File: config.mk
export PLATFORM = sky130hd
export DESIGN_NAME = piso_serializer
export DESIGN_NICKNAME = d
export VERILOG_FILES = /design/src/rtl/piso_serializer.sv
export SDC_FILE = /design/constraint.sdc
export NUM_CORES = 1
export LEC_CHECK = 0
export CORE_MARGIN = 2
export CORE_UTILIZATION = 44
export CTS_BUF_LIST = sky130_fd_sc_hd__clkbuf_2 sky130_fd_sc_hd__clkbuf_4 sky130_fd_sc_hd__clkbuf_8
export DETAILED_ROUTE_END_ITERATION = 8
export PLACE_DENSITY = 0.88
export RECOVER_POWER = 100
export SLEW_MARGIN = 20
export SYNTH_ARGS = -nofsm -noshare
export SYNTH_HDL_FRONTEND = slang
export SYNTH_SLANG_ARGS = --single-unit
File: constraint.sdc
create_clock -name clk -period 1.5 [get_ports clk]
set_clock_uncertainty 0.05 [all_clocks]
set_input_delay 0.15 -clock clk [delete_from_list [all_inputs] [get_ports clk]]
set_output_delay 0.15 -clock clk [all_outputs]
set_load 0.01 [all_outputs]
File: src/rtl/piso_serializer.sv
// Parallel-in / serial-out shifter with valid/ready word input.
// Each bit is held DIV cycles; words stream back to back with no idle gap.
module piso_serializer #(
  parameter int unsigned WIDTH      = 8,
  parameter int unsigned DIV        = 1,
  parameter bit          MSB_FIRST  = 1'b1,
  parameter bit          IDLE_LEVEL = 1'b0
) (
  input  logic             clk,
  input  logic             rst,
  input  logic [WIDTH-1:0] i_data,
  input  logic             i_vld,
  output logic             o_rdy,
  output logic             o_out,
  output logic             o_out_vld,
  output logic             o_last,
  output logic             o_busy
);

  localparam int unsigned BCW = $clog2(WIDTH);
  localparam int unsigned DCW = (DIV > 1) ? $clog2(DIV) : 1;
  localparam logic [BCW-1:0] LAST_BIT = BCW'(WIDTH - 1);
  localparam logic [DCW-1:0] DIV_MAX  = DCW'(DIV - 1);

  typedef enum logic {
    IDLE  = 1'b0,
    SHIFT = 1'b1
  } state_t;

  state_t           state;
  logic [WIDTH-1:0] sr;
  logic [BCW-1:0]   bit_cnt;
  logic [DCW-1:0]   div_cnt;

  logic div_end;
  logic accept;

  // Output and handshake decode, from registered state only
  assign div_end   = (div_cnt == DIV_MAX);
  assign o_out_vld = (state == SHIFT);
  assign o_busy    = (state == SHIFT);
  assign o_last    = (state == SHIFT) && (bit_cnt == LAST_BIT);
  assign o_rdy     = (state == IDLE) || (o_last && div_end);
  assign o_out     = (state == SHIFT) ? (MSB_FIRST ? sr[WIDTH-1] : sr[0]) : IDLE_LEVEL;
  assign accept    = i_vld && o_rdy;

  // Word load, bit pacing and shift sequencing
  always_ff @(posedge clk) begin
    if (rst) begin
      state   <= IDLE;
      sr      <= '0;
      bit_cnt <= '0;
      div_cnt <= '0;
    end else if (accept) begin
      state   <= SHIFT;
      sr      <= i_data;
      bit_cnt <= '0;
      div_cnt <= '0;
    end else if (state == SHIFT) begin
      if (div_end) begin
        div_cnt <= '0;
        if (o_last) begin
          state   <= IDLE;
          bit_cnt <= '0;
        end else begin
          bit_cnt <= bit_cnt + BCW'(1);
          sr      <= MSB_FIRST ? {sr[WIDTH-2:0], 1'b0} : {1'b0, sr[WIDTH-1:1]};
        end
      end else begin
        div_cnt <= div_cnt + DCW'(1);
      end
    end
  end

endmodule
==> reports/qor.yml <==
cts_buffers: 3
hpwlAfterDp_microns: 895
power_frac_seq_pct: 46.2
ir_drop_v: 0.000522
synth_warnings: 0
drcViolationCount: 0
path_depth: 5
core_sq_um: 1300
slew_headroom_pct: 86.9
clk_path_buf_depth: 2
grt_pass1_wl_microns: 2040
finalWeightedCongestion: 0.778
final_common_cell: "clkdlybuf4s50_1"
ioPinCount: 16
end_kind: "primary output"
setup_viol: 1
p_clk_share_pct: 33.7
cap_violations: 0
preCtsSetupSlack_ns: -0.167
syn_area_sq_um: 612
htree_levels: 1
hold_buffers: 0
dr_total_vias: 498
crit_family: "flip-flops"
ff2ff_setup_slack_ns: 0.02
grt_usage_pct: 19.7
ys_seq_area_share_pct: 39.3
comb_power_share_pct: 20.1
antenna_found_initial: 0
cp-start-kind: "flop"
power_density_nw_per_um2: 863
fin_crit_ns: 1.53
r2r-end: "sr[3]"
max_stage_delay_ns: 0.34
first_pass_iters: 2
hold_viol_final: 0
worstPathRequired_ns: 1.30
finalCritPeriodShare_pct: 102
cts_tree: "built"
dpl_cell_area_sq_um: 810
wl_per_cell_microns: 13.0
grt_max_degree: 15
insertion_delay_ns: 0.28
hold_depth: 3
mostFrequentLayoutCells: "clkdlybuf4s50_1, mux2i_1, dfxtp_1"
synth.distinct_cells: 19
synth_nets: 72
ys_ff_latch: 12
crit_start: "bit_cnt[1]"
totalWireLength_microns: 1260
path_common_cell: "ha_4"
violations: "setup timing"
rr_worst_depth: 7
portBuffers: 15
setup_ws_ns: -0.0292
crit_arrival_ns: 1.33
final_area_sq_um: 898
tightest_slew_ns: 0.191
internal_power_w: 0.000579
path_clk_slew_ns: 0.08
crit_fanout: 3
final_nets: 96
grt-ovfl-total: 0
worstReg2RegStart: "bit_cnt[1]"
drt_iter0_drc: 2
drive_above_1_share_pct: 46.3
critical_path.slowest_cell: "dfxtp_2"
finalMaxSlewViolations: 0
fp.dieW_microns: 41.3
rsz0062_at_grt: "true"
p_switching_w: 0.000197
swShare_pct: 25.4
p_leak_nw: 0.369
crit_buf_inv: 2
syn_to_final_growth_pct: 46.8
die_h_microns: 41.3
clock-sinks: 12
finalSetupTns_ns: -0.0292
rows: 13
avgViaCountPerCell: 5.13
fmax_mhz: 654
fp.dieArea_sq_um: 1700
postSynthAreaPerCell_sq_um: 10.4
ant_nets: 0
grt_pass1_vias: 485
crit_path_end: "o_rdy"
crit_path_cell_trace: "ha_4, ha_4, and2b_4, inv_4, buf_6"
hold_path_class: "in -> reg"
critical_path_class: "reg -> out"
initial_utilization_pct: 47.0
syn_inst: 59
outcome: "finished with violations"
root_buffer: "clkbuf_4"
insertedDiodeCount: 0
synth_stat cells:
| cell | n | share of area (%) |
|---|---|---|
| mux2i_1 | 9 | 15 |
| o32a_1 | 1 | 1.6 |
| nor2_1 | 11 | 6.7 |
| and2_2 | 2 | 2.5 |
| a31oi_1 | 1 | 1.0 |
| a211oi_2 | 7 | 14 |
| inv_1 | 1 | 0.61 |
| dfxtp_1 | 12 | 39 |
| buf_2 | 1 | 0.82 |
| buf_12 | 1 | 3.3 |
| nand2_1 | 2 | 1.2 |
| inv_4 | 1 | 1.0 |
| nor2_2 | 2 | 2.0 |
| buf_4 | 2 | 2.5 |
| buf_1 | 1 | 0.61 |
| and2b_4 | 1 | 1.6 |
| ha_1 | 2 | 4.1 |
| nor3b_1 | 1 | 1.2 |
| nor3_1 | 1 | 0.82 |
sequential cells by signal, summed over array words and instances (netlist names):
signal	cells
bit_cnt	3
o_busy	1
sr	8
layout make-up:
class                      instances  area (sq um)
sequential                        12           246
fill                             105           403
tap                               15          18.8
inverter                           2          10.0
clock buffer                       4          36.3
multi-input combinational         40           355
timing repair buffer              24           231
routing by layer:
| layer | global-route usage [%] | wire length [microns] | share of wire, % |
|---|---|---|---|
| met4 | 13.7 | 31 | 2.5 |
| met5 | 0 | 0 | 0 |
| met3 | 6.91 | 64 | 5.1 |
| met2 | 31.6 | 638 | 51 |
| met1 | 21.5 | 528 | 42 |
worst min-delay path by stage:
stage / endpoint / start
2_1_floorplan: sr[1] / rst
3_3_place_gp: sr[3] / sr[2]
3_5_place_dp: sr[5] / sr[4]
4_1_cts: sr[0] / i_data[0]
5_1_grt: sr[0] / i_data[0]
6_report: sr[0] / i_data[0]
cell families (layout without fill, tap and decap cells):
logic type / Yosys count / in the layout / share of synthesized area (%)
DFF: 12 / 12 / 39.3
AOI/OAI and AO/OA: 9 / 9 / 17.0
buffers and inverters: 7 / 30 / 8.79
muxes: 9 / 9 / 14.7
adders and majority gates: 2 / 2 / 4.09
and+or+nand+nor: 20 / 20 / 16.2
power by group through the flow:
stage | sequential, W | clock (W) | combinational [W]
2_1_floorplan | 0.000361 | 0 | 0.0000915
3_3_place_gp | 0.000360 | 0 | 0.000147
3_5_place_dp | 0.000362 | 0 | 0.000153
4_1_cts | 0.000358 | 0.000272 | 0.000158
5_1_grt | 0.000361 | 0.000293 | 0.000170
6_report | 0.000358 | 0.000261 | 0.000156
metrics by stage:
stage	hold WS (ns)	util, %	cells	power (W)
2_1_floorplan	0.165	-	59	0.000452
3_3_place_gp	0.453	62.2	92	0.000507
3_5_place_dp	0.462	62.2	92	0.000515
4_1_cts	0.444	68.6	97	0.000788
5_1_grt	0.443	69.0	97	0.000824
6_report	0.449	69.0	97	0.000776
what timing repair did:
action / CTS / global route
endpoints found under the setup margin: 10 / 9
gates resized for setup: 23 / 1
cloned: 0 / 0
pin swaps: 1 / 0
buffers inserted: 1 / 0
worst register-to-register path, delay by kind of cell, from the launching register on:
| family | cells | cell delay [ns] |
|---|---|---|
| compound gates | 1 | 0.20 |
| fa+ha+maj | 2 | 0.26 |
| buf+inv | 2 | 0.28 |
| flops | 1 | 0.36 |
| simple gates | 2 | 0.25 |
Power figures use the tool's default switching activity.
